File: src/rtl/rca_seq_pkg.sv
// rca_seq_pkg: shared state type and default settle time for the sequential adder front end
package rca_seq_pkg;
    typedef enum logic [1:0] {IDLE, PASS1, PASS2, DONE} state_t;
    localparam int DEFAULT_SETTLE = 2;
endpackage

File: src/rtl/module_rca_8bits.sv
// module_rca_8bits: carry-less ripple-carry adder, sum[WIDTH] is the carry out
module module_rca_8bits #(
    parameter int WIDTH = 8
) (
    input  logic [WIDTH-1:0] a,
    input  logic [WIDTH-1:0] b,
    output logic [WIDTH:0]   sum
);
    logic [WIDTH:0] c;
    assign c[0] = 1'b0;
    for (genvar i = 0; i < WIDTH; i++) begin : g_fa
        assign sum[i]   = a[i] ^ b[i] ^ c[i];
        assign c[i + 1] = (a[i] & b[i]) | (c[i] & (a[i] ^ b[i]));
    end
    assign sum[WIDTH] = c[WIDTH];
endmodule

File: src/rtl/module_rca_seq_alu.sv
// module_rca_seq_alu: registered valid/ready add/subtract front end around the ripple-carry adder
module module_rca_seq_alu
    import rca_seq_pkg::*;
#(
    parameter int WIDTH         = 8,
    parameter int SETTLE_CYCLES = DEFAULT_SETTLE
) (
    input  logic             clk_pi,
    input  logic             rst_n_pi,
    input  logic             in_valid_pi,
    output logic             in_ready_po,
    input  logic [WIDTH-1:0] op_a_pi,
    input  logic [WIDTH-1:0] op_b_pi,
    input  logic             sub_pi,
    output logic             out_valid_po,
    input  logic             out_ready_pi,
    output logic [WIDTH:0]   result_po
);
    localparam int CW = $clog2(SETTLE_CYCLES + 1);
    localparam logic [CW-1:0] LAST = CW'(SETTLE_CYCLES - 1);

    state_t         state;
    logic [CW-1:0]  cnt;
    logic [WIDTH-1:0] a_q, b_q;
    logic           sub_q, c1;
    logic [WIDTH:0] sum;

    module_rca_8bits #(.WIDTH(WIDTH)) u_rca (
        .a   (a_q),
        .b   (b_q),
        .sum (sum)
    );

    // Handshake, settle counting and two-pass subtract (a + ~b, then +1) sequencing
    always_ff @(posedge clk_pi or negedge rst_n_pi) begin
        if (!rst_n_pi) begin
            state        <= IDLE;
            cnt          <= '0;
            a_q          <= '0;
            b_q          <= '0;
            sub_q        <= 1'b0;
            c1           <= 1'b0;
            in_ready_po  <= 1'b0;
            out_valid_po <= 1'b0;
            result_po    <= '0;
        end else begin
            case (state)
                IDLE: begin
                    in_ready_po <= 1'b1;
                    if (in_valid_pi && in_ready_po) begin
                        a_q         <= op_a_pi;
                        b_q         <= sub_pi ? ~op_b_pi : op_b_pi;
                        sub_q       <= sub_pi;
                        cnt         <= '0;
                        in_ready_po <= 1'b0;
                        state       <= PASS1;
                    end
                end
                PASS1: begin
                    if (cnt == LAST) begin
                        if (sub_q) begin
                            c1    <= sum[WIDTH];
                            a_q   <= sum[WIDTH-1:0];
                            b_q   <= WIDTH'(1);
                            cnt   <= '0;
                            state <= PASS2;
                        end else begin
                            result_po    <= sum;
                            out_valid_po <= 1'b1;
                            state        <= DONE;
                        end
                    end else begin
                        cnt <= cnt + 1'b1;
                    end
                end
                PASS2: begin
                    if (cnt == LAST) begin
                        result_po    <= {c1 | sum[WIDTH], sum[WIDTH-1:0]};
                        out_valid_po <= 1'b1;
                        state        <= DONE;
                    end else begin
                        cnt <= cnt + 1'b1;
                    end
                end
                DONE: begin
                    if (out_ready_pi) begin
                        out_valid_po <= 1'b0;
                        in_ready_po  <= 1'b1;
                        state        <= IDLE;
                    end
                end
                default: state <= IDLE;
            endcase
        end
    end
endmodule

File: config.mk
export PLATFORM = sky130hd
export DESIGN_NAME = module_rca_seq_alu
export DESIGN_NICKNAME = d
export VERILOG_FILES = /design/src/rtl/rca_seq_pkg.sv /design/src/rtl/module_rca_8bits.sv /design/src/rtl/module_rca_seq_alu.sv
export SDC_FILE = /design/constraint.sdc
export NUM_CORES = 1
export LEC_CHECK = 0
export BUFFER_PORTS_ARGS = -buffer_cell sky130_fd_sc_hd__buf_2
export CAP_MARGIN = 5
export CELL_PAD_IN_SITES_DETAIL_PLACEMENT = 1
export CELL_PAD_IN_SITES_GLOBAL_PLACEMENT = 1
export CORE_AREA = 3 3 79 81
export CTS_CLUSTER_SIZE = 25
export DETAILED_ROUTE_END_ITERATION = 8
export DIE_AREA = 0 0 82 84
export PLACE_DENSITY = 0.6
export SLEW_MARGIN = 15
export SYNTH_ARGS = -nofsm -noshare
export SYNTH_HDL_FRONTEND = slang
export SYNTH_SLANG_ARGS = --single-unit
File: constraint.sdc
create_clock -name clk_pi -period 3.5 [get_ports clk_pi]
set_input_delay 0.7 -clock clk_pi [delete_from_list [all_inputs] [get_ports clk_pi]]
set_output_delay 0.7 -clock clk_pi [all_outputs]
set_load 0.02 [all_outputs]
# Yosys cells after proc, flatten, opt, wreduce, memory -nomap -nowiden

Index checks and enable logic that the tools add are counted.

Register bits after elaboration: 33
Input port bits: 21
Output and inout bits: 11
Word-level logic and storage cells: 108

Add/sub/neg operators: 1
Equality and inequality tests: 12
Muxes and demuxes: 32
Bitwise operators: 39
Reduce and logical (&&, ||, !) cells: 15

Operators with widths:

| operator              | number |
|---|---|
| $mux W8               | 7 |
| $pmux W8 S2           | 2 |
| $mux W9               | 3 |
| $pmux W9 S2           | 1 |
| $mux W2               | 8 |
| $reduce_and A4 Y1     | 4 |
| $and A1 B1 Y1         | 15 |
| $xor A1 B1 Y1         | 15 |
| $ne A2 B2 Y1 const B  | 7 |
| $not A8 Y8            | 1 |
| $or A1 B1 Y1          | 8 |
| $pmux W2 S4           | 1 |
| $mux W1               | 7 |
| $pmux W2 S3           | 1 |
| $reduce_bool A2 Y1    | 3 |
| $reduce_bool A3 Y1    | 2 |
| $reduce_and A5 Y1     | 1 |
| $eq A2 B1 Y1 const B  | 2 |
| $eq A2 B2 Y1 const B  | 2 |
| $reduce_and A2 Y1     | 2 |
| $ne A3 B3 Y1 const B  | 1 |
| $pmux W1 S3           | 1 |
| $reduce_and A3 Y1     | 1 |
| $add A2 B1 Y2 const B | 1 |
| other kinds (3)       | 3 |

# Depth between registers and ports, before layout

Gate-level depths: netlist of the first run.

Depth after elaboration: 18
Gate-level depth with buffers: 14
Depth with buffers taken out: 14

# Modules after synthesis

From an unflattened synthesis of the first run, not the netlist that was laid out.

Cell total of the unflattened synthesis: 158
Area total of the unflattened synthesis: 1993.2 µm²

Modules (own cells, without submodules):

| module             | times used | cells an instance | area each (µm²) | seq. area each (µm²) |
|---|---|---|---|---|
| module_rca_seq_alu | 1          | 140               | 1803.0          | 825.8 |
| module_rca_8bits   | 1          | 18                | 190.2           | 0.0 |

# Least setup slack after synthesis of the first run

Ideal clock, no wire load.

Kind: register to register
From: register a_q[0]
To: register a_q[7]
Library setup time: 0.076 ns
Arrival: 3.324 ns
Data required time: 3.424 ns
Slack: 0.100 ns
Cell stages (with the launch flop): 15
Path buffers: 0
Period minus slack after synthesis: 3.400 ns
Path through: dfrtp_1 -> ha_1 -> fa_1 -> fa_1 -> inv_1 -> fa_1 -> inv_1 -> fa_1 -> fa_1 -> fa_1 -> inv_1 -> fa_1 -> inv_1 -> mux2i_1 -> o21ai_1

Word-level cells in the longest chain between the ends: 17

Ends and longest elaborated chain:

| element                     | line                     | text |
|---|---|---|
| start, declared             | module_rca_seq_alu.sv:24 | `logic [WIDTH-1:0] a_q, b_q;` |
| start signal, assigned      | module_rca_seq_alu.sv:51 | `a_q <= op_a_pi;` |
| start signal, assigned      | module_rca_seq_alu.sv:63 | `a_q <= sum[WIDTH-1:0];` |
| $and A1 B1 Y1 (2 in series) | module_rca_8bits.sv:13   | `assign c[i + 1] = (a[i] & b[i]) \| (c[i] & (a[i] ^ b[i]));` |
| $or A1 B1 Y1                | module_rca_8bits.sv:13   |  |
| $and A1 B1 Y1               | module_rca_8bits.sv:13   |  |
| $or A1 B1 Y1                | module_rca_8bits.sv:13   |  |
| $and A1 B1 Y1               | module_rca_8bits.sv:13   |  |
| $or A1 B1 Y1                | module_rca_8bits.sv:13   |  |
| $and A1 B1 Y1               | module_rca_8bits.sv:13   |  |
| $or A1 B1 Y1                | module_rca_8bits.sv:13   |  |
| $and A1 B1 Y1               | module_rca_8bits.sv:13   |  |
| $or A1 B1 Y1                | module_rca_8bits.sv:13   |  |
| $and A1 B1 Y1               | module_rca_8bits.sv:13   |  |
| $or A1 B1 Y1                | module_rca_8bits.sv:13   |  |
| $xor A1 B1 Y1               | module_rca_8bits.sv:12   | `assign sum[i] = a[i] ^ b[i] ^ c[i];` |
| $mux W8                     | module_rca_seq_alu.sv:61 | `if (sub_q) begin` |
| $mux W8                     | module_rca_seq_alu.sv:60 | `if (cnt == LAST) begin` |
| $pmux W8 S2                 | module_rca_seq_alu.sv:47 | `case (state)` |

Every way passes these cells. The select of a mux whose other input is x is not followed.
A chain may end at the register's enable or synchronous reset.

# Worst setup path after layout of the first run

From: register b_q[0]
To: register a_q[7]

Word-level cells in the longest chain between the ends: 17

Ends and longest elaborated chain:

| element                     | line                     | text |
|---|---|---|
| start, declared             | module_rca_seq_alu.sv:24 |  |
| start signal, assigned      | module_rca_seq_alu.sv:52 | `b_q <= sub_pi ? ~op_b_pi : op_b_pi;` |
| $and A1 B1 Y1 (2 in series) | module_rca_8bits.sv:13   |  |
| $or A1 B1 Y1                | module_rca_8bits.sv:13   |  |
| $and A1 B1 Y1               | module_rca_8bits.sv:13   |  |
| $or A1 B1 Y1                | module_rca_8bits.sv:13   |  |
| $and A1 B1 Y1               | module_rca_8bits.sv:13   |  |
| $or A1 B1 Y1                | module_rca_8bits.sv:13   |  |
| $and A1 B1 Y1               | module_rca_8bits.sv:13   |  |
| $or A1 B1 Y1                | module_rca_8bits.sv:13   |  |
| $and A1 B1 Y1               | module_rca_8bits.sv:13   |  |
| $or A1 B1 Y1                | module_rca_8bits.sv:13   |  |
| $and A1 B1 Y1               | module_rca_8bits.sv:13   |  |
| $or A1 B1 Y1                | module_rca_8bits.sv:13   |  |
| $xor A1 B1 Y1               | module_rca_8bits.sv:12   |  |
| $mux W8                     | module_rca_seq_alu.sv:61 |  |
| $mux W8                     | module_rca_seq_alu.sv:60 |  |
| $pmux W8 S2                 | module_rca_seq_alu.sv:47 |  |

Every way passes these cells. The select of a mux whose other input is x is not followed.

==> summary.txt, run 1 <==
Timing
  • Clock skew: 0.006510 ns
  • Worst slew margin: 32.32%
  • RSZ-0062 raised after global routing: true
  • Setup Viol. Count Final: 0
  • Worst-Margin Slew: just over 1 ns
  • Max Fclk: 0.2959 GHz
  • Final slew viol count: 0
  • Min Tclk post-route: between 3 and 4 ns
  • Period utilization: 96.57%
  • Hold WS: approximately 0.48 ns
  • Final hold violation count: 0

CTS
  • H-Tree Depth: 2
  • Hold_buf cts: 0
  • Clk pin slew, worst setup/hold paths: 0.08 ns
  • Clock Root Buffer: clkbuf_8
  • Worst-Skew Late Latency: 0.29 ns
  • CTS max path bufs: 2
  • CTS Buf Count: 5
  • Clock sinks: 33
  • CTS tree: built

Power and ir drop
  • Comb power frac: 53.9%
  • Share of power burned in registers: 30.3%
  • Peak VDD IR: 0.4330 mV
  • Pwr Total: 2.391 mW
  • Sw power: 1.027 mW
  • Leak: 0.9948 nW
  • Switching share of power: 42.94%
  • Power per cell area: 1086 nW/um^2
  • Internal power: 1.364 mW
  • Clock share of power: 15.8%

Logic synthesis
  • Ys async rst share: 100.0%
  • Cell Area, Synth: between 1500 and 2000 sq um
  • Cells after Synth: 167
  • Commonest cells post-synth: 33 x dfrtp_1, 22 x nand2_1, 15 x inv_1
  • Synth warnings: 0
  • Yosys reg bits: 33
  • Area fraction in compound gates after synthesis: 14.11%
  • Synth top area cells: dfrtp_1 45%, fa_1 7.6%, ha_1 5.4%
  • Synth top area share: 44.78%
  • Distinct cells, synth: 33
  • Count leader, synth: dfrtp_1
  • Synth area leader: dfrtp_1
  • Sequential share of the synthesized area: 44.78%
  • Number of enable flip-flop cells after synthesis: 0
  • Synth Area in XOR/XNOR: 3.799%
  • Top_reg_cell synth: dfrtp_1
  • Post-synthesis mux area share: 10.38%
  • Adder-Cell Fraction of Synth Area: around an eighth
  • Syn Area/Cell: around 11 sq um
  • Net count after synthesis: roughly 200
  • Largest family of logic cells by synthesized area: compound AO/OA/AOI/OAI gates
  • Simple-gate area share of the yosys netlist: 8.820%

Worst setup path
  • Crit path cell chain: ha_2 -> fa_2 -> fa_2 -> inv_2 -> fa_2 -> inv_2 -> fa_2 -> fa_2 -> fa_2 -> inv_2 -> fa_1 -> inv_2 -> mux2i_1 -> o21ai_1
  • Most used cell, CP: fa_2
  • Worst path slowest cell: fa_1
  • CP max FO: 2
  • Crit path largest cell delay: approximately 0.4 ns
  • Critical path required time: 3.70 ns
  • Crit end category: register
  • Setup CP Type: register to register
  • WP data arrival: 3.58 ns
  • Crit start category: register

GRT
  • First-pass GRT wire length: 7169 um
  • Pin count of the biggest net entering global routing: 34
  • Vias in the first global route: 1500
  • GRT Residual Overflow: 0
  • Initial antenna violation count: 0
  • GRT Total Usage: roughly 14%

Drt
  • Final ANT Viol Nets: 0
  • Wirelength per Cell: 15.46 um
  • Pre-antenna DRT Iters: 4
  • Initial DRC count: 31
  • Residual DRC: 0
  • Total wire length: 4221 um
  • Detailed-route via count: 1291
  • Vias per cell: 4.729

Final layout
  • Fillers: 641
  • Cell Count, Final, Fillers Out: 273
  • Area of the multi-input gates: between 900 and 1000 sq um
  • Post-route cell area: 2201 sq um
  • Post-layout util: 39.72%
  • Register area: 825.8 sq um
  • Synthesis-to-layout area growth: 19.34%
  • Share of cells above drive strength 1: 29.35%
  • ANT cells: 0
  • Layout Nets: 236

Floorplanning
  • # IOs: 32
  • Num rows: 27
  • Core ar.: 5540 sq um
  • Die height: ~84 um
  • Initial Util: 33.29%
  • Die area: 6888 sq um
  • Die Width: just over 80 um

Place
  • Dpl cells: 264
  • Area after DPL: 2059 sq um
  • GPL Wtd Cong: between 0.7 and 0.8
  • HPWL after DPL: 3078 um
  • # port buffers: 31

Job
  • MaxCap Viol Count: 0

Outcome
  • Status: completed

Min path
  • Min-delay worst type: input port to async pin
routing by layer:
| metal | global-route usage (%) | vias to the layer above | routed length [um] |
|---|---|---|---|
| li1 | - | 622 | - |
| met3 | 3.780 | 4 | 177 |
| met4 | 4.079 | 0 | 31 |
| met2 | 22.26 | 23 | 2167 |
| met1 | 17.12 | 642 | 1844 |
| met5 | 0 | - | 0 |
power groups by stage:
| stage | clock [mW] | sequential [mW] | combinational (mW) |
|---|---|---|---|
| floorplan | 0 | 0.773 | 0.866 |
| global placement | 0 | 0.717 | 1.21 |
| detailed placement | 0 | 0.728 | 1.26 |
| CTS | 0.386 | 0.725 | 1.28 |
| global route | 0.406 | 0.755 | 1.45 |
| finish | 0.379 | 0.724 | 1.29 |
worst max-delay path, delay by kind of cell (launching register included):
kind	cells	cell delay [ns]
adders and majority gates	8	2.50
AOI/OAI and AO/OA	1	0.12
DFF	1	0.39
buffers and inverters	4	0.23
muxes	1	0.07
cells in the final DEF, fill, tap and decap left out, types with 2 or more instances in the layout:
cell and instances:
mux2_1 8, o22a_1 2, mux2i_1 9, fa_2 6
ha_1 7, inv_1 11, o31ai_1 2, o21ai_1 9
o31ai_2 5, dfrtp_1 33, nand2_1 22, o21a_1 2
nand3_1 2, xnor2_1 7, buf_2 31, clkbuf_8 6
nor2b_1 3, a21oi_1 2, inv_2 4, buf_4 2
o21ai_0 4, nand2b_1 3, nor2_1 5
registers in the layout (all words and copies together), names as in the netlist:
register and cells:
result_po 9, c1 1, out_valid_po 1, b_q 8, cnt 2, a_q 8
sub_q 1, state 2, in_ready_po 1
cells by family after synthesis:
kind of cell	after synthesis
muxes	18
DFF	33
and+or+nand+nor	37
AOI/OAI and AO/OA	34
xor gates and xnor gates	8
adders and majority gates	15
buffers and inverters	22
layout make-up:
class / count / share of cell area, %
Tap cell: 72 / 4.093
Sequential cell: 33 / 37.52
Clock buffer: 7 / 3.923
Timing Repair Buffer: 33 / 7.732
Inverter: 15 / 2.558
Multi-Input combinational cell: 112 / 42.81
Clock inverter: 1 / 1.364
final timing paths:
path,startpoint,to,slack [ns],cells after the start
setup / recovery,b_q[0],a_q[7],0.12,14
hold / removal,rst_n_pi,cnt[1],0.48,1
setup reg to reg,b_q[0],a_q[7],0.12,14
hold reg to reg,result_po[5],result_po[5],0.49,1
max in group asynchronous,rst_n_pi,out_valid_po,2.53,1
min in group clk_pi,result_po[5],result_po[5],0.49,1
per-stage QoR:
| step | setup TNS [ns] | worst slack (ns) |
|---|---|---|
| after global routing | -0.04353 | -0.04353 |
| final | 0 | 0.1202 |
| after floorplan | 0 | 0.09968 |
| after detailed placement | -0.1846 | -0.1543 |
| after CTS | 0 | 0.02497 |
| after global placement | -0.01389 | -0.01389 |
timing repair:
action | in CTS | in global routing
pin swaps | 0 | 1
cloned | 0 | 0
buffers inserted | 0 | 1
resized for setup | 4 | 7
endpoints found under the setup margin | 2 | 2
No activity file was read; power rests on OpenSTA's default activity.
==> inputs of run 2 (changes only) <==
--- a/config.mk
+++ b/config.mk
@@ -5,15 +5,16 @@
 export SDC_FILE = /design/constraint.sdc
 export NUM_CORES = 1
 export LEC_CHECK = 0
+export ABC_AREA = 1
 export BUFFER_PORTS_ARGS = -buffer_cell sky130_fd_sc_hd__buf_2
-export CAP_MARGIN = 5
+export CAP_MARGIN = 10
 export CELL_PAD_IN_SITES_DETAIL_PLACEMENT = 1
 export CELL_PAD_IN_SITES_GLOBAL_PLACEMENT = 1
-export CORE_AREA = 3 3 79 81
+export CORE_AREA = 3 3 82 84
 export CTS_CLUSTER_SIZE = 25
 export DETAILED_ROUTE_END_ITERATION = 8
-export DIE_AREA = 0 0 82 84
-export PLACE_DENSITY = 0.6
+export DIE_AREA = 0 0 85 87
+export PLACE_DENSITY = 0.64
 export SLEW_MARGIN = 15
 export SYNTH_ARGS = -nofsm -noshare
 export SYNTH_HDL_FRONTEND = slang
==> run 2 against run 1 <==
Critical endpoint unchanged. Critical path type unchanged. Largest power group unchanged. Count of clock-buffer cells in the layout shrank 2. Via count grew 34%. Core utilization shrank 1.2 points. Largest cell class unchanged. Clock power shrank 25%. Setup slack lost 0.057 ns. Flip-flop and latch count is the same.
==> summary.txt, run 2 <==
Outcome
  • Status: completed (unchanged)

GRT
  • Initial antenna violation count: 0 (unchanged)
  • GRT Residual Overflow: 0 (unchanged)
  • First-pass GRT wire length: 9011 um (was 7169 um)
  • Vias in the first global route: 1913 (was 1500)
  • Pin count of the biggest net entering global routing: 34 (unchanged)
  • GRT Total Usage: 15.38% (was 13.59%)

Drt
  • Total wire length: 4925 um (was 4221 um)
  • Final ANT Viol Nets: 0 (unchanged)
  • Initial DRC count: 50 (was 31)
  • Detailed-route via count: 1731 (was 1291)
  • Vias per cell: 4.616 (was 4.729)
  • M1 wire length: 2524 um (was 1844 um)
  • Residual DRC: 0 (unchanged)
  • Wire length on met3: 174 um (was 177 um)
  • Metal2 WL: 2164 um (was 2167 um)
  • Top Layer Used: met4 (unchanged)
  • Pre-antenna DRT Iters: 4 (unchanged)
  • Wirelength per Cell: 13.13 um (was 15.46 um)

Floorplanning
  • Initial Util: 33.21% (was 33.29%)
  • Core ar.: 5991 sq um (was 5540 sq um)
  • # IOs: 32 (unchanged)
  • Die Width: 85 um (was 82 um)
  • Num rows: 28 (was 27)
  • Die height: 87 um (was 84 um)
  • Die area: 7395 sq um (was 6888 sq um)

Logic synthesis
  • Number of enable flip-flop cells after synthesis: 0 (unchanged)
  • Distinct cells, synth: 21 (was 33)
  • Synth area leader: dfrtp_1 (unchanged)
  • Commonest cells post-synth: 121 x nand2_1, 33 x dfrtp_1, 31 x nand3_1 (was 33 x dfrtp_1, 22 x nand2_1, 15 x inv_1)
  • Count leader, synth: nand2_1 (was dfrtp_1)
  • Net count after synthesis: 303 (was 203)
  • Synth warnings: 0 (unchanged)
  • Ys async rst share: 100.0% (unchanged)
  • Yosys reg bits: 33 (unchanged)
  • Top_reg_cell synth: dfrtp_1 (unchanged)
  • Synth top area cells: dfrtp_1 42%, nand2_1 23%, nand3_1 7.8% (was dfrtp_1 45%, fa_1 7.6%, ha_1 5.4%)
  • Cell Area, Synth: 1989 sq um (was 1844 sq um)
  • Cells after Synth: 267 (was 167)
  • Synth top area share: 41.51% (was 44.78%)
  • Syn Area/Cell: 7.451 sq um (was 11.04 sq um)
  • Sequential share of the synthesized area: 41.51% (was 44.78%)

Power and ir drop
  • Peak VDD IR: 0.2989 mV (was 0.4330 mV)
  • Clock share of power: 12.0% (was 15.8%)
  • Comb power frac: 58.9% (was 53.9%)
  • Sw power: 1.198 mW (was 1.027 mW)
  • Internal power: 1.176 mW (was 1.364 mW)
  • Power per cell area: 1028 nW/um^2 (was 1086 nW/um^2)
  • Switching share of power: 50.46% (was 42.94%)
  • Share of power burned in registers: 29.1% (was 30.3%)
  • Leak: 1.303 nW (was 0.9948 nW)

Place
  • GPL Wtd Cong: 0.7810 (was 0.7635)
  • # port buffers: 31 (unchanged)
  • HPWL after DPL: 3612 um (was 3078 um)
  • Setup WS pre-CTS: -0.2095 ns (was -0.1543 ns)

Timing
  • Final hold violation count: 0 (unchanged)
  • Setup Total Neg Slack: 0 ns (unchanged)
  • Clock skew: 0.006063 ns (was 0.006510 ns)
  • Period utilization: 98.18% (was 96.57%)
  • RSZ-0062 raised after global routing: true (unchanged)
  • Min Tclk post-route: 3.436 ns (was 3.380 ns)
  • Setup Viol. Count Final: 0 (unchanged)
  • Max Fclk: 0.2910 GHz (was 0.2959 GHz)
  • Worst-Margin Slew: 0.7876 ns (was 1.015 ns)
  • Setup ws final: 0.06359 ns (was 0.1202 ns)
  • Worst slew margin: 47.50% (was 32.32%)
  • Final slew viol count: 0 (unchanged)

CTS
  • CTS max path bufs: 2 (unchanged)
  • Clock Root Buffer: clkbuf_8 (unchanged)
  • Clk pin slew, worst setup/hold paths: 0.08 ns (about the same)
  • Clock sinks: 33 (unchanged)
  • CTS Buf Count: 5 (unchanged)
  • H-Tree Depth: 2 (unchanged)
  • CTS tree: built (unchanged)
  • Worst-Skew Late Latency: 0.28 ns (was 0.29 ns)

Min path
  • WHS Endpoint: result_po[3]
  • Worst Hold Launch: result_po[3]
  • Min-delay worst type: register to register (was input port to async pin)
  • WHS Path Cells: 2

Final layout
  • Synthesis-to-layout area growth: 16.10% (was 19.34%)
  • Fillers: 765 (was 641)
  • Layout Nets: 335 (was 236)
  • Most common cell after layout, fill and taps aside: nand2_1 (was dfrtp_1)
  • Share of cells above drive strength 1: 18.33% (was 29.35%)
  • Most frequent cells in the layout: 121 x nand2_1, 33 x dfrtp_1, 31 x nand3_1, 31 x buf_2, 21 x inv_1 (was 33 x dfrtp_1, 31 x buf_2, 22 x nand2_1)
  • Number of flip-flops under the largest register name: 9 (unchanged)
  • ANT cells: 0 (unchanged)
  • Largest Register: result_po (unchanged)
  • Top Registers: result_po: 9 flops, a_q: 8 flops, b_q: 8 flops (unchanged)

Worst setup path
  • R2R setup slack: 0.06 ns (was 0.12 ns)
  • Crit path largest cell delay: 0.42 ns (was 0.41 ns)
  • WP data arrival: 3.66 ns (was 3.58 ns)
  • Reg2reg end: a_q[7] (unchanged)
  • Setup CP Type: register to register (unchanged)
  • Worst path top cell family by delay: adder cells (unchanged)
  • Critical path required time: 3.72 ns (was 3.70 ns)
  • Reg2reg start: a_q[0] (was b_q[0])
  • Most used cell, CP: fa_2 (unchanged)
  • R2R depth: 14 (unchanged)
  • CP max FO: 2 (unchanged)
  • Crit path cell chain: ha_2 -> fa_2 -> fa_2 -> inv_1 -> fa_1 -> inv_1 -> fa_2 -> fa_2 -> fa_2 -> inv_2 -> fa_1 -> o21ai_1 -> nand3_1 -> nand2_1 (was ha_2 -> fa_2 -> fa_2 -> inv_2 -> fa_2 -> inv_2 -> fa_2 -> fa_2 -> fa_2 -> inv_2 -> fa_1 -> inv_2 -> mux2i_1 -> o21ai_1)
  • Crit end category: register (unchanged)
  • Crit start category: register (unchanged)
  • Crit path buf inv count: 3 (was 4)
  • Worst path slowest cell: fa_1 (unchanged)

Job
  • MaxCap Viol Count: 0 (unchanged)
[run 2: changes by cell type in the layout (fill, tap and decap cells not counted), sizes merged, moves of 3 or more]
cell    change
nor2       +12
o31ai       -7
inv         +9
nand3      +30
mux2        -9
nor2b       -3
nand2     +100
xnor2       -7
o21ai       -6
nand2b      -3
mux2i       -9
[run 2: worst max path at each step]
stage / start / to / slack [ns] / cells after the start
2_1_floorplan: a_q[0] / a_q[7] / 0.03 / 14
3_3_place_gp: a_q[0] / a_q[7] / -0.09 / 14
3_5_place_dp: a_q[0] / a_q[7] / -0.21 / 14
4_1_cts: a_q[0] / a_q[7] / 0.01 / 14
5_1_grt: b_q[0] / a_q[7] / -0.08 / 14
6_report: a_q[0] / a_q[7] / 0.06 / 14
[run 2: cells by family after synthesis]
logic type,after synthesis,synth area share [%]
and+or+nand+nor,174,35.72
DFF,33,41.51
buffers and inverters,32,6.792
adders and majority gates,15,12.08
AOI/OAI and AO/OA,13,3.900
[run 2: through the flow]
| stage | cell area [sq um] | instances | hold WS [ns] | util (%) | total power [mW] |
|---|---|---|---|---|---|
| 2_1_floorplan | 1989 | 267 | 0.4044 | - | 1.712 |
| 3_3_place_gp | 2208 | 367 | 0.4482 | 36.86 | 2.060 |
| 4_1_cts | 2305 | 375 | 0.4740 | 38.47 | 2.416 |
| 6_report | 2310 | 375 | 0.4682 | 38.55 | 2.374 |
| 3_5_place_dp | 2208 | 367 | 0.4542 | 36.86 | 2.102 |
| 5_1_grt | 2310 | 375 | 0.5061 | 38.55 | 2.689 |
[run 2: layout make-up]
class                           instances  area [sq um]  area share (%)
Multi-Input combinational cell        202          1044           45.18
Sequential cell                        33         825.8           35.75
Timing Repair Buffer                   33         170.2           7.367
Tap cell                               75         93.84           4.063
Inverter                               24         90.09           3.900
Clock buffer                            5         68.82           2.979
Clock inverter                          3         17.52          0.7584
[run 2: timing repair]
| item | in CTS | in global routing |
|---|---|---|
| hold buffers | 0 | 0 |
| endpoints found under the setup margin | 2 | 2 |
| resized for setup | 5 | 3 |
| pin swaps | 1 | 5 |
| buffers inserted | 0 | 0 |
[run 2: worst register-to-register path, delay by kind of cell (launching register included)]
kind,cells,cell delay [ns]
compound gates,1,0.15
fa+ha+maj,8,2.49
buf+inv,3,0.18
flops,1,0.38
simple gates,2,0.18
[run 2: power by group through the flow]
stage | Sequential, mW | Combinational [mW] | Clock, mW
CTS | 0.695 | 1.42 | 0.300
global placement | 0.694 | 1.37 | 0
global route | 0.723 | 1.64 | 0.321
detailed placement | 0.699 | 1.40 | 0
finish | 0.691 | 1.40 | 0.285
floorplan | 0.745 | 0.967 | 0
[run 2: layer usage]
metal / global-route usage [%] / vias to the layer above
li1: - / 889
met1: 21.47 / 807
met5: 0 / -
met3: 3.311 / 5
met4: 4.317 / 0
met2: 24.08 / 30
